$ cat src/rtl/alu_sequencer.sv
`timescale 1ns/1ps
`default_nettype none
// ============================================================================
// Module   : alu_sequencer
// Purpose  : Accepts one ALU request at a time, screens it for illegal op
//            codes and divide/mod by zero, drives legal requests to an
//            external combinational ALU for one cycle, captures the result
//            and holds it as a response until it is consumed.
// Ports    : clk_i, rst_i                 clock, async active-high reset
//            req_valid_i/req_ready_o      request handshake
//            req_op_i, req_a_i, req_b_i   op code and operands
//            alu_ctrl_o, alu_data0_o/1_o  registered drive to the ALU
//            alu_result_i                 combinational ALU result
//            rsp_valid_o/rsp_ready_i      response handshake
//            rsp_result_o, rsp_err_o      captured result and error code
//            op_count_o                   completed response handshakes
// Revision : 1.0 - initial release
// ============================================================================
module alu_sequencer #(
    parameter int COUNT_W = 8
) (
    input  logic               clk_i,
    input  logic               rst_i,
    input  logic               req_valid_i,
    output logic               req_ready_o,
    input  logic [2:0]         req_op_i,
    input  logic [7:0]         req_a_i,
    input  logic [7:0]         req_b_i,
    output logic [2:0]         alu_ctrl_o,
    output logic [7:0]         alu_data0_o,
    output logic [7:0]         alu_data1_o,
    input  logic [7:0]         alu_result_i,
    output logic               rsp_valid_o,
    input  logic               rsp_ready_i,
    output logic [7:0]         rsp_result_o,
    output logic [1:0]         rsp_err_o,
    output logic [COUNT_W-1:0] op_count_o
);

    localparam logic [1:0] S_IDLE  = 2'd0;
    localparam logic [1:0] S_ISSUE = 2'd1;
    localparam logic [1:0] S_RESP  = 2'd2;

    localparam logic [2:0] c_OP_DIV = 3'b011;
    localparam logic [2:0] c_OP_MOD = 3'b100;

    localparam logic [1:0] c_ERR_OK   = 2'b00;
    localparam logic [1:0] c_ERR_ILL  = 2'b01;
    localparam logic [1:0] c_ERR_DIVZ = 2'b10;

    localparam logic [COUNT_W-1:0] c_CNT_ONE = {{(COUNT_W-1){1'b0}}, 1'b1};

    logic [1:0]         r_state;
    logic [1:0]         w_next_state;
    logic               w_req_ready;
    logic               w_rsp_valid;
    logic               w_accept;
    logic               w_rsp_done;
    logic               w_illegal;
    logic               w_div_zero;

    logic [2:0]         r_alu_ctrl;
    logic [7:0]         r_alu_data0;
    logic [7:0]         r_alu_data1;
    logic [7:0]         r_rsp_result;
    logic [1:0]         r_rsp_err;
    logic [COUNT_W-1:0] r_op_count;

    assign w_accept   = req_valid_i & w_req_ready;
    assign w_rsp_done = w_rsp_valid & rsp_ready_i;

    // Ops 101..111 are undefined; only div and mod can trap on a zero divisor.
    assign w_illegal  = (req_op_i > c_OP_MOD);
    assign w_div_zero = ((req_op_i == c_OP_DIV) || (req_op_i == c_OP_MOD)) &&
                        (req_b_i == 8'h00);

    // State register
    always_ff @(posedge clk_i or posedge rst_i) begin
        if (rst_i) begin
            r_state <= S_IDLE;
        end else begin
            r_state <= w_next_state;
        end
    end

    // Next-state logic; errored requests skip ISSUE and respond one cycle early.
    always_comb begin
        w_next_state = r_state;
        case (r_state)
            S_IDLE: begin
                if (w_accept) begin
                    w_next_state = (w_illegal || w_div_zero) ? S_RESP : S_ISSUE;
                end
            end
            S_ISSUE: w_next_state = S_RESP;
            S_RESP: begin
                if (rsp_ready_i) begin
                    w_next_state = S_IDLE;
                end
            end
            default: w_next_state = S_IDLE;
        endcase
    end

    // Handshake outputs are pure functions of the state.
    always_comb begin
        w_req_ready = 1'b0;
        w_rsp_valid = 1'b0;
        case (r_state)
            S_IDLE:  w_req_ready = 1'b1;
            S_RESP:  w_rsp_valid = 1'b1;
            default: begin
                w_req_ready = 1'b0;
                w_rsp_valid = 1'b0;
            end
        endcase
    end

    // ALU drive is latched on accept and held until the next accept, so the
    // ALU output is settled by the time ISSUE closes.
    always_ff @(posedge clk_i or posedge rst_i) begin
        if (rst_i) begin
            r_alu_ctrl  <= 3'b000;
            r_alu_data0 <= 8'h00;
            r_alu_data1 <= 8'h00;
        end else if (w_accept) begin
            r_alu_ctrl  <= req_op_i;
            r_alu_data0 <= req_a_i;
            r_alu_data1 <= req_b_i;
        end
    end

    // Response capture; values persist after the handshake until overwritten.
    always_ff @(posedge clk_i or posedge rst_i) begin
        if (rst_i) begin
            r_rsp_result <= 8'h00;
            r_rsp_err    <= c_ERR_OK;
        end else if (w_accept && w_illegal) begin
            r_rsp_result <= 8'h00;
            r_rsp_err    <= c_ERR_ILL;
        end else if (w_accept && w_div_zero) begin
            r_rsp_result <= 8'h00;
            r_rsp_err    <= c_ERR_DIVZ;
        end else if (r_state == S_ISSUE) begin
            r_rsp_result <= alu_result_i;
            r_rsp_err    <= c_ERR_OK;
        end
    end

    // Completed-operation counter, wraps naturally.
    always_ff @(posedge clk_i or posedge rst_i) begin
        if (rst_i) begin
            r_op_count <= '0;
        end else if (w_rsp_done) begin
            r_op_count <= r_op_count + c_CNT_ONE;
        end
    end

    assign req_ready_o  = w_req_ready;
    assign rsp_valid_o  = w_rsp_valid;
    assign alu_ctrl_o   = r_alu_ctrl;
    assign alu_data0_o  = r_alu_data0;
    assign alu_data1_o  = r_alu_data1;
    assign rsp_result_o = r_rsp_result;
    assign rsp_err_o    = r_rsp_err;
    assign op_count_o   = r_op_count;

endmodule
`default_nettype wire

$ cat config.mk
export PLATFORM = sky130hd
export DESIGN_NAME = alu_sequencer
export DESIGN_NICKNAME = d
export VERILOG_FILES = /design/src/rtl/alu_sequencer.sv
export SDC_FILE = /design/constraint.sdc
export NUM_CORES = 1
export LEC_CHECK = 0
export CAP_MARGIN = 20
export CORE_ASPECT_RATIO = 1.4
export CORE_MARGIN = 3
export CORE_UTILIZATION = 47
export CTS_CLUSTER_SIZE = 14
export DETAILED_ROUTE_END_ITERATION = 8
export GPL_TIMING_DRIVEN = 0
export PLACE_DENSITY = 0.95
export REMOVE_ABC_BUFFERS = 1
export SLEW_MARGIN = 20
export SYNTH_ARGS = -nofsm -noshare
export SYNTH_HDL_FRONTEND = slang
export SYNTH_SLANG_ARGS = --single-unit
$ cat constraint.sdc
create_clock -name clk_i -period 3.7 [get_ports clk_i]
set_clock_uncertainty 0.05 [all_clocks]
set_input_delay 0.37 -clock clk_i [delete_from_list [all_inputs] [get_ports clk_i]]
set_output_delay 0.37 -clock clk_i [all_outputs]
set_load 0.02 [all_outputs]
==> flow_metrics.tcl, run 1 <==
set metrics [dict create \
    clk_pin_slew_ps 70 \
    nets 239 \
    die_area_um2 4650 \
    seq_area_frac_synth_pct 53.8 \
    initialDrtViolationCount 27 \
    worstPathArrival_ps 1690 \
    setup_tns_ps 0 \
    min_period_over_period_pct 57.0 \
    rsz0062_at_grt "no" \
    cts_buffers 5 \
    ctsRootBufferMaster "clkbuf_8" \
    synth_ff_type "dfrtp_1" \
    cts_setup_buffers 0 \
    antenna_left 0 \
    fp-row-count 26 \
    synth_area_leaders "dfrtp_1 54%, mux2_4 16%, o31ai_1 3.3%" \
    cp_max_fo 10 \
    fmax_ghz 0.474 \
    io_buffer_count 69 \
    hold_path_class "input port to async pin" \
    yosysMostFrequentCell "dfrtp_1" \
    tightest_slew_ps 540 \
    maxSlewHeadroom_pct 64.0 \
    synth_top_area_share_pct 53.8 \
    required_ps 3280 \
    htree_levels 2 \
    synth_area_um2 1810 \
    synth_area_per_cell_um2 13.4 \
    num_io_pins 70 \
    ys_top_cells_by_count "39 x dfrtp_1, 19 x mux2_4, 14 x inv_1, 11 x nand2_1, 8 x o31ai_1" \
    hold_viol_final 0 \
    ctsResizeCount 0 \
    ys_ff_latch 39 \
    cts_tree "built" \
    drc_errors 0 \
    p_per_area_nw_per_um2 809 \
    holdBufCountCts 0 \
    n_antenna_cell 0 \
    p_leak_nw 1.16 \
    dr.pass1.iters 3 \
    setup_viol 0 \
    cp-start-kind "register" \
    drv_slew 0 \
    gp_congestion 0.756 \
    p_total_mw 2.13 \
    start_util_pct 49.3 \
    track_usage_pct 18.4 \
    core-area_um2 3680 \
    synth_top_cell_by_area "dfrtp_1" \
    end_kind "output pin" \
    grt.overflow.total 0 \
    drive_above_1_share_pct 17.8 \
    routed_via_density 5.11 \
    antenna_found_initial 0 \
    synthArstFlopShare_pct 100 \
    routedWlPerCell_um 15.1 \
    grt_pass1_wl_um 6300 \
    vias 1278 \
    area_delta_synth_final_pct 45.3 \
    layout_min_cycle_time_ps 2110 \
    dp_hpwl_um 2860 \
    critPathKind "register to output pin" \
    cts.path.max_buffers 2 \
    grt_max_degree 21 \
    synth_edf_count 0 \
    die_width_um 58.5 \
    die_h_um 79.5 \
    cts.sinks 39 \
    grt_pass1_vias 1399 \
    netlist_instances 135 \
    clock_latency_ps 280 \
    maxCapViolCount 0 \
    status "completed" \
    yosysWarnings 0 \
    synth_cell_types 36 \
    wl_um 3770 \
    ir_drop_v 0.000583 \
]
critical path, cell delays in order, from the launching register on:
cell and delay (ps):
dfrtp_1 580, and2b_1 210, clkdlybuf4s50_1 620
registers in the layout, summed over array words and instances, names as in the netlist:
signal	count
alu_data1_o	8
r_state	2
alu_ctrl_o	3
alu_data0_o	8
op_count_o	8
rsp_result_o	8
rsp_err_o	2
where the power goes:
group	switching, mW	internal [mW]
clock network	0.138	0.170
registers	0.145	0.615
logic	0.478	0.587
logic make-up after synthesis:
logic type | after synthesis | share of synthesized area (%)
DFF | 39 | 53.8
and+or+nand+nor | 30 | 11.9
muxes | 20 | 16.4
AOI/OAI and AO/OA | 19 | 8.28
buffers and inverters | 19 | 5.59
xor gates and xnor gates | 7 | 3.38
adders and majority gates | 1 | 0.690
metal layers:
layer | vias up | routed length, µm | GRT usage [%]
met4 | 0 | 54 | 8.35
met5 | - | 0 | 0
met3 | 5 | 367 | 8.25
met1 | 605 | 1490 | 20.4
li1 | 610 | - | -
met2 | 58 | 1860 | 29.9
cells in the final DEF (no fill, tap or decap), drive strengths merged, types with 2 or more instances in the layout:
master / count
mux2: 20
nor3: 2
a21oi: 3
clkdlybuf4s50: 69
xnor2: 3
nor4: 3
clkbuf: 8
nand2: 11
inv: 14
xor2: 4
o31ai: 9
nor2b: 2
nor2: 3
dfrtp: 39
metrics by stage:
step	cells	hold slack [ps]	utilization [%]	setup WS [ps]	area [µm²]
2_1_floorplan	130	435	-	2060	1760
3_3_place_gp	241	406	68.2	1610	2510
3_5_place_dp	242	415	69.0	1660	2530
4_1_cts	250	365	71.7	1570	2640
5_1_grt	250	402	71.7	1530	2640
6_report	250	360	71.7	1590	2640
worst paths after layout:
kind	from	endpoint	slack, ps	cells past startpoint
worst max-delay path	r_state[1]	rsp_valid_o	1590	2
worst min-delay path	rst_i	alu_ctrl_o[2]	360	2
worst max register to register	r_state[1]	alu_data1_o[0]	2090	3
worst min register to register	op_count_o[7]	op_count_o[7]	420	1
max in group asynchronous	rst_i	rsp_result_o[0]	2800	3
min in group clk_i	op_count_o[7]	op_count_o[7]	420	1
final cells by class:
type                       count  area [µm²]
tap                           42        52.6
inverter                      14        52.6
multi-input combinational     77         736
fill                         267        1040
clock buffer                   8         100
sequential                    39         976
timing repair buffer          70         718
Power figures use the tool's default switching activity.
==> run 2: changes to the inputs <==
--- a/config.mk
+++ b/config.mk
@@ -8,11 +8,11 @@
 export CAP_MARGIN = 20
 export CORE_ASPECT_RATIO = 1.4
 export CORE_MARGIN = 3
-export CORE_UTILIZATION = 47
+export CORE_UTILIZATION = 39
 export CTS_CLUSTER_SIZE = 14
 export DETAILED_ROUTE_END_ITERATION = 8
 export GPL_TIMING_DRIVEN = 0
-export PLACE_DENSITY = 0.95
+export PLACE_DENSITY = 0.86
 export REMOVE_ABC_BUFFERS = 1
 export SLEW_MARGIN = 20
 export SYNTH_ARGS = -nofsm -noshare
==> constraint.sdc (replaced) <==
create_clock -name clk_i -period 1.9 [get_ports clk_i]
set_clock_uncertainty 0.05 [all_clocks]
set_input_delay 0.19 -clock clk_i [delete_from_list [all_inputs] [get_ports clk_i]]
set_output_delay 0.19 -clock clk_i [all_outputs]
set_load 0.02 [all_outputs]
==> flow_metrics.tcl, run 2 (same netlist as run 1, synthesis figures left out) <==
set metrics [dict create \
    status "completed" \
    initialDrtViolationCount 16 \
    drv_slew 0 \
    die_h_um 86.7 \
    hold_path_class "input port to async pin" \
    die_area_um2 5510 \
    cp-start-kind "register" \
    area_delta_synth_final_pct 46.0 \
    required_ps 1660 \
    drive_above_1_share_pct 18.3 \
    routed_via_density 4.79 \
    drc_errors 0 \
    core-area_um2 4340 \
    clk_pin_slew_ps 80 \
    grt_pass1_vias 1442 \
    cts_buffers 5 \
    r2r_setup_slack_ps 350 \
    n_antenna_cell 0 \
    most-common-layout-cells "68 x clkdlybuf4s50_1, 38 x dfrtp_1, 19 x mux2_4" \
    setup_tns_ps 0 \
    vias 1283 \
    final.setup.worst_slack_ps 107 \
    hold_ws_ps 149 \
    gp_congestion 0.695 \
    dp_hpwl_um 2940 \
    cts_tree "built" \
    crit_cells 2 \
    r2r_cells 3 \
    max_stage_delay_ps 630 \
    die_width_um 63.6 \
    dr.pass1.iters 4 \
    rsz0062_at_grt "no" \
    cp.buffers_inverters 1 \
    start_util_pct 41.7 \
    cts_setup_buffers 0 \
    cts.path.max_buffers 2 \
    fp-row-count 28 \
    cts.sinks 39 \
    grt.overflow.total 0 \
    tightest_slew_ps 580 \
    antenna_left 0 \
    rr_endpoint "alu_data1_o[4]" \
    antenna_found_initial 0 \
    critPathKind "register to output pin" \
    r2r_start "r_state[1]" \
    p_leak_nw 1.16 \
    wl_um 3870 \
    setup_viol 0 \
    num_io_pins 70 \
    grt_pass1_wl_um 6510 \
    end_kind "output pin" \
    min_period_over_period_pct 94.3 \
    clock_latency_ps 280 \
    layout_min_cycle_time_ps 1790 \
    fmax_ghz 0.558 \
    critical_path.startpoint "r_state[1]" \
    worstPathArrival_ps 1550 \
    ctsRootBufferMaster "clkbuf_8" \
    layout_commonest_cell "clkdlybuf4s50_1" \
    dp_slack_ps 9.26 \
    p_per_area_nw_per_um2 1540 \
    routedWlPerCell_um 14.4 \
    nets 239 \
    htree_levels 2 \
    cp_max_fo 10 \
    track_usage_pct 15.3 \
    p_total_mw 4.08 \
    ir_drop_v 0.000865 \
    maxCapViolCount 0 \
    critPathSlowestCell "clkdlybuf4s50_1" \
    io_buffer_count 69 \
    hold_viol_final 0 \
    cpLargestDelayFamily "buffers and inverters" \
    grt_max_degree 25 \
    maxSlewHeadroom_pct 61.3 \
    final_core_util_pct 60.9 \
    crit_path_cell_trace "nor2_2 > clkdlybuf4s50_1" \
]
## run 2: cell types whose count changed in the layout (fill, tap and decap cells not counted)
cell / previous run / this run
dfrtp_2: 0 / 1
clkinvlp_4: 0 / 1
dlymetal6s2s_1: 0 / 1
clkinv_2: 0 / 1
dfrtp_1: 39 / 38
clkbuf_8: 7 / 5
clkdlybuf4s50_1: 69 / 68
## run 2: repair_timing
action,4_1_cts,5_1_grt
gates resized for setup,1,1
endpoints found under the setup margin,1,1
cloned,0,0
hold buffers,0,0
## run 2: how the worst max path moves through the flow
stage,end,slack [ps]
after floorplan,alu_ctrl_o[0],260
after global placement,rsp_result_o[4],-70
after detailed placement,rsp_result_o[7],9
after CTS,rsp_valid_o,20
after global routing,req_ready_o,30
final,req_ready_o,110
## run 2: final cells by class
type | count | area, µm²
fillers | 376 | 1700
multi-input cells | 77 | 736
repair buffers | 70 | 721
clock buffers | 6 | 72.6
inverters | 14 | 52.6
flip-flops and latches | 39 | 977
clock inverters | 2 | 12.5
well taps | 60 | 75.1
## run 2: worst reg2reg max path: stages (launching register included)
cell and delay [ps]:
dfrtp_2 500, nor2_2 150, and2_4 390, mux2_4 340
## run 2: report_power, final
part,internal [mW],switching (mW)
clock network,0.256,0.277
registers,1.20,0.279
logic,1.14,0.927
total,2.60,1.48
## run 2: per-layer routing
metal / global-route usage, % / share of wire, % / vias up
met3: 4.67 / 6.2 / 4
met5: 0 / 0 / -
met1: 17.0 / 39 / 626
met4: 4.72 / 0.98 / 0
li1: - / - / 610
met2: 27.7 / 54 / 43
## run 2: stage by stage
stage,cells,instance area (µm²)
2_1_floorplan,130,1760
3_3_place_gp,259,2530
3_5_place_dp,260,2560
4_1_cts,268,2640
5_1_grt,268,2650
6_report,268,2650
